<file path="src/rtl/mac_rx.sv">
// RMII receive MAC for the ncoin link: preamble/SFD hunt, 64-octet frame capture,
// CRC-32 and header checks, then a one-cycle valid or drop strobe per frame.
module mac_rx #(
    parameter logic [0:5][3:0][1:0] LOCAL_MAC      = {8'h2, 8'h0, 8'h0, 8'h0, 8'h0, 8'h0},
    parameter logic [15:0]          NCOIN_ETH_TYPE = 16'hc0de,
    parameter logic                 ACCEPT_BCAST   = 1'b1
) (
    input  logic                   clk,
    input  logic                   rst,
    input  logic [1:0]             rx_d,
    input  logic                   crs_dv,
    output logic                   valid,
    output logic [127:0]           data,
    output logic [0:5][3:0][1:0]   src_mac,
    output logic                   drop,
    output logic                   crc_err,
    output logic [2:0]             o_dbg_state
);

    localparam logic [31:0] CRC_POLY    = 32'hEDB88320;
    localparam logic [31:0] CRC_RESIDUE = 32'hDEBB20E3;

    typedef enum logic [2:0] {
        S_IDLE     = 3'd0,
        S_PREAMBLE = 3'd1,
        S_DATA     = 3'd2,
        S_TAIL     = 3'd3,
        S_CHECK    = 3'd4,
        S_DISCARD  = 3'd5
    } state_t;

    state_t                r_state;
    state_t                w_next_state;

    logic                  r_crs_dv_d;
    logic [3:0]            r_pre_cnt;
    logic [7:0]            r_dib_cnt;
    logic [31:0]           r_crc;
    logic                  r_oversize;
    logic [0:31][3:0][1:0] r_frame;
    logic                  r_valid;
    logic                  r_drop;
    logic                  r_crc_err;
    logic [127:0]          r_data;
    logic [0:5][3:0][1:0]  r_src_mac;

    logic                  w_pre_clr;
    logic                  w_pre_inc;
    logic                  w_start;
    logic                  w_take;
    logic                  w_set_over;
    logic                  w_runt;
    logic                  w_check;
    logic                  w_rise;

    logic [0:5][3:0][1:0]  w_dst;
    logic [0:5][3:0][1:0]  w_src;
    logic [15:0]           w_etype;
    logic [127:0]          w_hash;
    logic                  w_crc_good;
    logic                  w_dst_ok;
    logic                  w_accept;

    // Reflected CRC-32, two wire bits per call, bit 0 first.
    function automatic logic [31:0] crc_dibit(input logic [31:0] c, input logic [1:0] d);
        logic [31:0] x;
        x = c;
        for (int i = 0; i < 2; i++) begin
            x = (x >> 1) ^ (((x[0] ^ d[i]) != 1'b0) ? CRC_POLY : 32'h0);
        end
        return x;
    endfunction

    assign w_rise = crs_dv & ~r_crs_dv_d;

    always_ff @(posedge clk) begin
        if (!rst) begin
            r_state <= S_IDLE;
        end else begin
            r_state <= w_next_state;
        end
    end

    always_comb begin
        w_next_state = r_state;
        w_pre_clr    = 1'b0;
        w_pre_inc    = 1'b0;
        w_start      = 1'b0;
        w_take       = 1'b0;
        w_set_over   = 1'b0;
        w_runt       = 1'b0;
        w_check      = 1'b0;
        case (r_state)
            S_IDLE: begin
                if (w_rise) begin
                    w_next_state = S_PREAMBLE;
                    w_pre_clr    = 1'b1;
                end
            end
            S_PREAMBLE: begin
                if (!crs_dv) begin
                    w_next_state = S_IDLE;
                end else begin
                    case (rx_d)
                        2'b01: w_pre_inc = 1'b1;
                        2'b00: ;
                        2'b11: begin
                            if (r_pre_cnt >= 4'd4) begin
                                w_next_state = S_DATA;
                                w_start      = 1'b1;
                            end else begin
                                w_next_state = S_DISCARD;
                            end
                        end
                        default: w_next_state = S_DISCARD;
                    endcase
                end
            end
            S_DATA: begin
                if (crs_dv) begin
                    w_take = 1'b1;
                    if (r_dib_cnt == 8'hFF) begin
                        w_next_state = S_TAIL;
                    end
                end else begin
                    w_runt       = 1'b1;
                    w_next_state = S_IDLE;
                end
            end
            S_TAIL: begin
                if (crs_dv) begin
                    w_set_over = 1'b1;
                end else begin
                    w_next_state = S_CHECK;
                end
            end
            S_CHECK: begin
                // A 1-cycle IFG puts the next frame's rising crs_dv here.
                w_check = 1'b1;
                if (w_rise) begin
                    w_next_state = S_PREAMBLE;
                    w_pre_clr    = 1'b1;
                end else begin
                    w_next_state = S_IDLE;
                end
            end
            S_DISCARD: begin
                if (!crs_dv) begin
                    w_next_state = S_IDLE;
                end
            end
            default: w_next_state = S_IDLE;
        endcase
    end

    always_comb begin
        w_dst   = '0;
        w_src   = '0;
        w_hash  = '0;
        for (int i = 0; i < 6; i++) begin
            w_dst[i] = r_frame[i];
            w_src[i] = r_frame[6 + i];
        end
        for (int i = 0; i < 16; i++) begin
            w_hash[8*i +: 8] = r_frame[16 + i];
        end
        w_etype    = {r_frame[12], r_frame[13]};
        w_crc_good = (r_crc == CRC_RESIDUE);
        w_dst_ok   = (w_dst == LOCAL_MAC) || (ACCEPT_BCAST && (w_dst == '1));
        w_accept   = w_crc_good && !r_oversize && w_dst_ok &&
                     (w_etype == NCOIN_ETH_TYPE) &&
                     (r_frame[14] == 8'h01) && (r_frame[15] == 8'h01);
    end

    // Only octets 0-31 are kept; padding and FCS only feed the CRC.
    always_ff @(posedge clk) begin
        if (!rst) begin
            r_crs_dv_d <= 1'b1;
            r_pre_cnt  <= '0;
            r_dib_cnt  <= '0;
            r_crc      <= '0;
            r_oversize <= 1'b0;
            r_frame    <= '0;
            r_valid    <= 1'b0;
            r_drop     <= 1'b0;
            r_crc_err  <= 1'b0;
            r_data     <= '0;
            r_src_mac  <= '0;
        end else begin
            r_crs_dv_d <= crs_dv;

            if (w_pre_clr) begin
                r_pre_cnt <= '0;
            end else if (w_pre_inc && (r_pre_cnt != 4'hF)) begin
                r_pre_cnt <= r_pre_cnt + 4'd1;
            end

            if (w_start) begin
                r_dib_cnt  <= '0;
                r_crc      <= 32'hFFFFFFFF;
                r_oversize <= 1'b0;
            end else if (w_take) begin
                r_dib_cnt <= r_dib_cnt + 8'd1;
                r_crc     <= crc_dibit(r_crc, rx_d);
                if (!r_dib_cnt[7]) begin
                    r_frame[r_dib_cnt[6:2]][r_dib_cnt[1:0]] <= rx_d;
                end
            end

            if (w_set_over) begin
                r_oversize <= 1'b1;
            end

            r_valid   <= w_check & w_accept;
            r_drop    <= w_runt | (w_check & ~w_accept);
            r_crc_err <= w_check & ~w_crc_good;

            if (w_check && w_accept) begin
                r_data    <= w_hash;
                r_src_mac <= w_src;
            end
        end
    end

    assign valid       = r_valid;
    assign drop        = r_drop;
    assign crc_err     = r_crc_err;
    assign data        = r_data;
    assign src_mac     = r_src_mac;
    assign o_dbg_state = r_state;

endmodule

</file>
<file path="config.mk">
export PLATFORM = sky130hd
export DESIGN_NAME = mac_rx
export DESIGN_NICKNAME = d
export VERILOG_FILES = /design/src/rtl/mac_rx.sv
export SDC_FILE = /design/constraint.sdc
export NUM_CORES = 1
export LEC_CHECK = 0
export BUFFER_PORTS_ARGS = -buffer_cell sky130_fd_sc_hd__buf_4
export CAP_MARGIN = 20
export CORE_UTILIZATION = 40
export CTS_BUF_LIST = sky130_fd_sc_hd__clkbuf_4
export CTS_CLUSTER_DIAMETER = 50
export DETAILED_ROUTE_END_ITERATION = 6
export HOLD_SLACK_MARGIN = 0.06
export PLACE_DENSITY = 0.6
export SYNTH_ARGS = -nofsm -noshare
export SYNTH_HDL_FRONTEND = slang
export SYNTH_SLANG_ARGS = --single-unit
</file>
<file path="constraint.sdc">
create_clock -name clk -period 6.34 [get_ports clk]
set_input_delay 1.268 -clock clk [delete_from_list [all_inputs] [get_ports clk]]
set_output_delay 1.268 -clock clk [all_outputs]
set_load 0.005 [all_outputs]
</file>
# Yosys cells after proc, flatten, opt, wreduce, memory -nomap -nowiden
# Cells that the tools add are included.
[totals]
out_inout_bits = 182
register_bits = 484
inputBits = 5
wordCells = 262
[classes]
n_bitwise = 16
add_sub_neg = 2
reduce_logical = 21
muxes = 36
eq_ne = 20
n_lt_le_gt_ge = 5
[ops]
columns = ["operator", "count"]
rows = [
  ["256-bit bitwise mux", 1],
  ["32-bit two-way mux", 4],
  ["31-bit by 32-bit XOR with 32-bit output", 2],
  ["48-bit by 42-bit == test with 1-bit output (second input constant)", 1],
  ["48-bit == test (second input constant)", 1],
  ["8-bit demux with 5-bit select", 1],
  ["32-bit == test (second input constant)", 1],
  ["3-bit two-way mux", 7],
  ["1-bit two-way mux", 18],
  ["3-bit case mux with 6 select lines", 1],
  ["16-bit == test (second input constant)", 1],
  ["8-bit by 1-bit == test with 1-bit output (second input constant)", 2],
  ["1-bit logical AND", 9],
  ["8-bit by 1-bit adder with 8-bit output (second input constant)", 1],
  ["8-bit == test (second input constant)", 1],
  ["8-bit two-way mux", 1],
  ["2-bit OR reduction", 4],
  ["3-bit by 2-bit == test with 1-bit output (second input constant)", 2],
  ["3-bit == test (second input constant)", 2],
  ["6-bit >= comparator (second input constant)", 1],
  ["6-bit by 1-bit less-than comparator with 1-bit output (second input constant)", 1],
  ["2-bit inequality test (second input constant)", 3],
  ["3-bit inequality test (second input constant)", 2],
  ["1-bit inverter", 6],
  ["22 further kinds", 27],
]

# Longest topological paths before layout
[depth]
depth_word = 9
mapped_depth = 8

# Least setup slack after synthesis
# Ideal clock, no wire load.
[synth_path]
kind = "input -> register"
start = "in crs_dv"
end = "reg r_frame[48] (netlist bit)"
path_slack_ps = 3177
setup_ps = 76
stages = 7
path_buffers = 3
arrival_ps = 3087
cell_sequence = "nor4bb_1 > clkbuf_1 > and3_1 > clkbuf_1 > buf_1 > nand3_1 > a21boi_0"
[synth_via]
elab_chain_cells = 4
elab_cells_between_ends = 6
cone_classes = "mux: 4; bitwise: 1; reduce/logical: 1"
[synth_lines]
columns = ["element", "line_no", "rtl"]
rows = [
  ["start, declared", "11", "input logic crs_dv,"],
  ["1-bit two-way mux", "101", "if (!crs_dv) begin"],
  ["1-bit two-way mux", "93", "case (r_state)"],
  ["1-bit inverter (no source line)", "-", ""],
  ["3-bit AND reduction (no source line) (*)", "-", ""],
  ["end signal, assigned by index", "206", "r_frame[r_dib_cnt[6:2]][r_dib_cnt[1:0]] <= rx_d;"],
  ["end, declared", "40", "logic [0:31][3:0][1:0] r_frame;"],
]
# Every way passes the cells marked *; elsewhere a longest branch is shown, timed or not.
# A chain may end at the register's enable or synchronous reset.

# Worst setup path after layout
[layout_path]
start = "reg r_crc[24]"
end = "reg r_data[81] (netlist: data[81])"
[layout_via]
elab_chain_cells = 7
[layout_lines]
columns = ["element", "line_no", "rtl"]
rows = [
  ["start, declared", "38", "logic [31:0] r_crc;"],
  ["start signal, assigned", "204", "r_crc <= crc_dibit(r_crc, rx_d);"],
  ["32-bit == test", "168", "w_crc_good = (r_crc == CRC_RESIDUE);"],
  ["1-bit logical AND (3 in series)", "170", "w_accept = w_crc_good && !r_oversize && w_dst_ok &&"],
  ["1-bit logical AND", "171", "(w_etype == NCOIN_ETH_TYPE) &&"],
  ["1-bit logical AND", "172", "(r_frame[14] == 8'h01) && (r_frame[15] == 8'h01);"],
  ["1-bit logical AND", "218", "if (w_check && w_accept) begin"],
  ["end signal, assigned", "219", "r_data <= w_hash;"],
  ["end, declared", "44", "logic [127:0] r_data;"],
]
# No other way between the ends.

==> impl_results.rst <==
.. list-table::
   :header-rows: 1

   * - Metric
     - Value
   * - Antenna Violating Nets Remaining
     - 0
   * - Worst hold path type
     - flop to flop
   * - Cell with the biggest individual delay on the critical path
     - buf_4
   * - Delay-heaviest family, CP
     - buffers and inverters
   * - Detailed-routing iteration count for the pre-antenna-repair pass
     - 5
   * - Die width
     - 227 um
   * - Transition time of the tightest slew-check pin
     - 1180 ps
   * - Drt via density
     - 5.17
   * - Buffers & Inverters on Critical Path
     - 2
   * - Number of DRC violations after detailed-routing iteration 0
     - 1220
   * - Max-slew violation total from the final report
     - 0
   * - EDFF count, synth
     - 0
   * - Synth warn
     - 0
   * - TritonCTS clock tree
     - yes
   * - Finish-stage setup viols
     - 0
   * - Quantity of gates resized following cts
     - 0
   * - Core Footprint
     - 49400 um2
   * - Achievable frequency
     - 0.286 GHz
   * - Floorplan row count
     - 81
   * - Wire length of the first global-routing pass
     - 79.5 mm
   * - Leak pwr
     - 7.88 nW
   * - Worst skew pair latency
     - 950 ps
   * - Gate count of the mapped netlist
     - 2410
   * - TritonCTS Sinks
     - 484
   * - Total of fill cells in the finished design
     - 4807
   * - Worst-path clk slew
     - 60 ps
   * - Critical path startpoint category
     - flop
   * - Largest vdd supply drop
     - 0.128 mV
   * - Cell area after synthesis
     - 20200 um2
   * - DRC Markers
     - 0
   * - Via count of the first global-routing pass
     - 15939
   * - Hold-fix buffer count after cts
     - 0
   * - Critical Path AT
     - 4350 ps
   * - Required time at the worst-slack endpoint
     - 7190 ps
   * - Mean routed wirelength per cell
     - 15.1 um
   * - Starting utilization of the core area
     - 40.9%
   * - Routability congestion estimate
     - 0.759
   * - Final Net Count
     - 2549
   * - Crit path to
     - data[81]
   * - CP peak stage delay
     - 740 ps
   * - RR Startpoint
     - r_crc[24]
   * - Source of the critical timing path
     - r_crc[24]
   * - Post-synth net total
     - 2420
   * - Relative slew slack
     - 21.5%
   * - Setup_tns
     - 0 ps
   * - Run status
     - finished clean
   * - Worst reg2reg path depth
     - 7
   * - Combined area of the multi-input logic cells
     - 9670 um2
   * - Number of I/O pins
     - 187
   * - Number of distinct standard cells referenced by the synthesized netlist
     - 50
   * - Most instantiated flip-flop cell in the synthesis netlist
     - dfxtp_1
   * - Worst hold slack
     - 438 ps
   * - Die boundary height
     - 227 um
   * - Pin count of the biggest net entering global routing
     - 243
   * - Setup slack of the worst register-to-register path
     - 2840 ps
   * - Ratio of cells with drive above 1 in the final layout
     - 16.5%
   * - Post-synthesis sequential area ratio
     - 48.0%
   * - Asr flop ratio synth
     - 0%
   * - Antenna violations before repair
     - 2
   * - Yosys reg bits
     - 484
   * - Most frequent cells in the layout
     - nand2_1, dfxtp_1, a21boi_0
   * - H-tree depth
     - 4
   * - Endpoints failing hold
     - 0
   * - Critical Path Most Common Cell
     - buf_4
   * - Worst clock skew
     - 44.0 ps
   * - Highest fanout seen on the critical path
     - 48
   * - HPWL after detailed placement
     - 29.8 mm
   * - Worst setup EP type
     - flop
   * - Remaining Overflow, GRT
     - 0
   * - CP Depth
     - 7
   * - Utilization of the core after routing
     - 47.2%
   * - Number of buffers added for setup after CTS
     - 0
   * - Worst hold path cell count
     - 2
   * - Leading cell type in the layout, fill and taps excluded
     - nand2_1
   * - Clock buffers created by TritonCTS
     - 133
   * - Global Route Usage Sum
     - 19.3%
   * - Synthesized area per cell
     - 8.37 um2
   * - Die Outline Area
     - 51300 um2
   * - Part of the cycle the worst path needs
     - 55.2%
   * - Total number of vias
     - 16946
   * - Power density normalized to cell area
     - 249 nW/um2
   * - Buffer cell driving the clock tree root
     - clkbuf_4
   * - Final critical path time including I/O delays and setup
     - 3500 ps
   * - Maximum count of clock buffers along a single path
     - 3
   * - Max-cap violations
     - 0
   * - Kind of critical path
     - flop to flop
   * - Detailed-route wire length
     - 49.6 mm
   * - Terminus of the critical flop-to-flop path
     - data[81]
   * - Critical Path, Cell by Cell
     - nand4b_1 -> or4b_1 -> or3_1 -> a2111oi_4 -> buf_4 -> buf_4 -> mux2i_1
   * - Unrepaired setup endpoints after global routing
     - no
   * - Area taken by flip-flops and latches
     - 9690 um2
   * - Area growth from synthesis to layout
     - 15.6%
   * - Number of buffers added on ports
     - 186
[worst min-delay path, cell delays in order, from the launching register on]
cell and delay, ps:
dfxtp_1 300, nand2_1 50, mux2i_1 50
[metrics by stage]
step | cells | total power [mW] | worst slack (ps) | cell area [um2]
floorplan | 2410 | 3.23 | 3180 | 20200
global placement | 3063 | 3.26 | 2390 | 21700
detailed placement | 3063 | 3.26 | 2350 | 21700
CTS | 3267 | 5.91 | 2830 | 23200
global route | 3278 | 6.08 | 2660 | 23300
finish | 3278 | 5.80 | 2840 | 23300
[flip-flops by register name, indices dropped and copies added (netlist names)]
register	flops
r_frame	256
data	128
src_mac	48
r_crc	32
r_dib_cnt	8
r_pre_cnt	4
o_dbg_state	3
crc_err	1
drop	1
r_crs_dv_d	1
r_oversize	1
valid	1
[cells by family after synthesis]
group / Yosys count / synth area share (%)
AOI/OAI and AO/OA: 445 / 15.4
muxes: 180 / 8.93
buffers and inverters: 214 / 4.15
and+or+nand+nor: 1065 / 22.4
xor gates and xnor gates: 17 / 0.738
DFF: 484 / 48.0
adders and majority gates: 5 / 0.310
[routing by layer]
layer	track usage (%)	share of wire [%]	routed length [um]	up-vias
met1	24.8	46	23000	8056
met4	7.96	2.1	1040	0
li1	-	-	-	8467
met2	30.5	47	23400	344
met5	0	0	0	-
met3	5.03	4.5	2230	79
[worst min-delay path by stage]
stage | from | end | slack, ps
after floorplan | r_frame[120] | data[0] | 430
after global placement | r_frame[160] | src_mac[0] | 440
after detailed placement | data[26] | data[26] | 450
after CTS | r_frame[127] | data[7] | 440
after global routing | r_frame[127] | data[7] | 450
final | r_frame[196] | src_mac[36] | 440
[power by group]
part	internal, mW	leakage [nW]	switching, mW
Combinational	0.0409	3.06	0.101
Clock	1.37	0.922	1.23
Sequential	3.04	3.90	0.00511
[layout make-up]
cell class | count | share of cell area [%]
Tap cell | 664 | 3.56
Antenna cell | 6 | 0.0644
Clock inverter | 17 | 0.403
Sequential cell | 484 | 41.6
Clock buffer | 187 | 6.02
Timing Repair Buffer | 205 | 6.87
Inverter | 3 | 0.0483
Multi-Input combinational cell | 1712 | 41.5
[cells in the mapped netlist (2+ instances only)]
| master | count | area share, % |
|---|---|---|
| or3_1 | 5 | 0.16 |
| or4b_1 | 2 | 0.099 |
| ha_1 | 5 | 0.31 |
| mux2i_1 | 180 | 8.9 |
| nand2b_1 | 8 | 0.25 |
| o211ai_1 | 2 | 0.074 |
| o31ai_1 | 2 | 0.074 |
| dfxtp_1 | 484 | 48 |
| buf_1 | 11 | 0.20 |
| or4_1 | 3 | 0.11 |
| nand4_1 | 23 | 0.71 |
| nand2_1 | 705 | 13 |
| nor3b_1 | 3 | 0.11 |
| nor2b_1 | 10 | 0.31 |
| nand3b_1 | 3 | 0.11 |
| clkbuf_1 | 181 | 3.4 |
| o21ai_0 | 142 | 3.5 |
| nor4b_1 | 6 | 0.26 |
| and3_1 | 6 | 0.19 |
| xor2_1 | 14 | 0.61 |
| buf_4 | 4 | 0.15 |
| a21boi_0 | 229 | 8.5 |
| nor4_1 | 16 | 0.50 |
| inv_1 | 2 | 0.037 |
| nand4b_1 | 3 | 0.13 |
| nor2_1 | 103 | 1.9 |
| a21boi_1 | 27 | 1.0 |
| o221a_2 | 20 | 1.1 |
| buf_2 | 15 | 0.37 |
| xnor2_1 | 3 | 0.13 |
| a21oi_1 | 4 | 0.099 |
| nor4bb_1 | 3 | 0.15 |
| o211a_1 | 12 | 0.60 |
| nor3_1 | 8 | 0.20 |
| nand3_1 | 140 | 3.5 |
| and2_1 | 12 | 0.37 |
(Power assumes the default switching activity.)
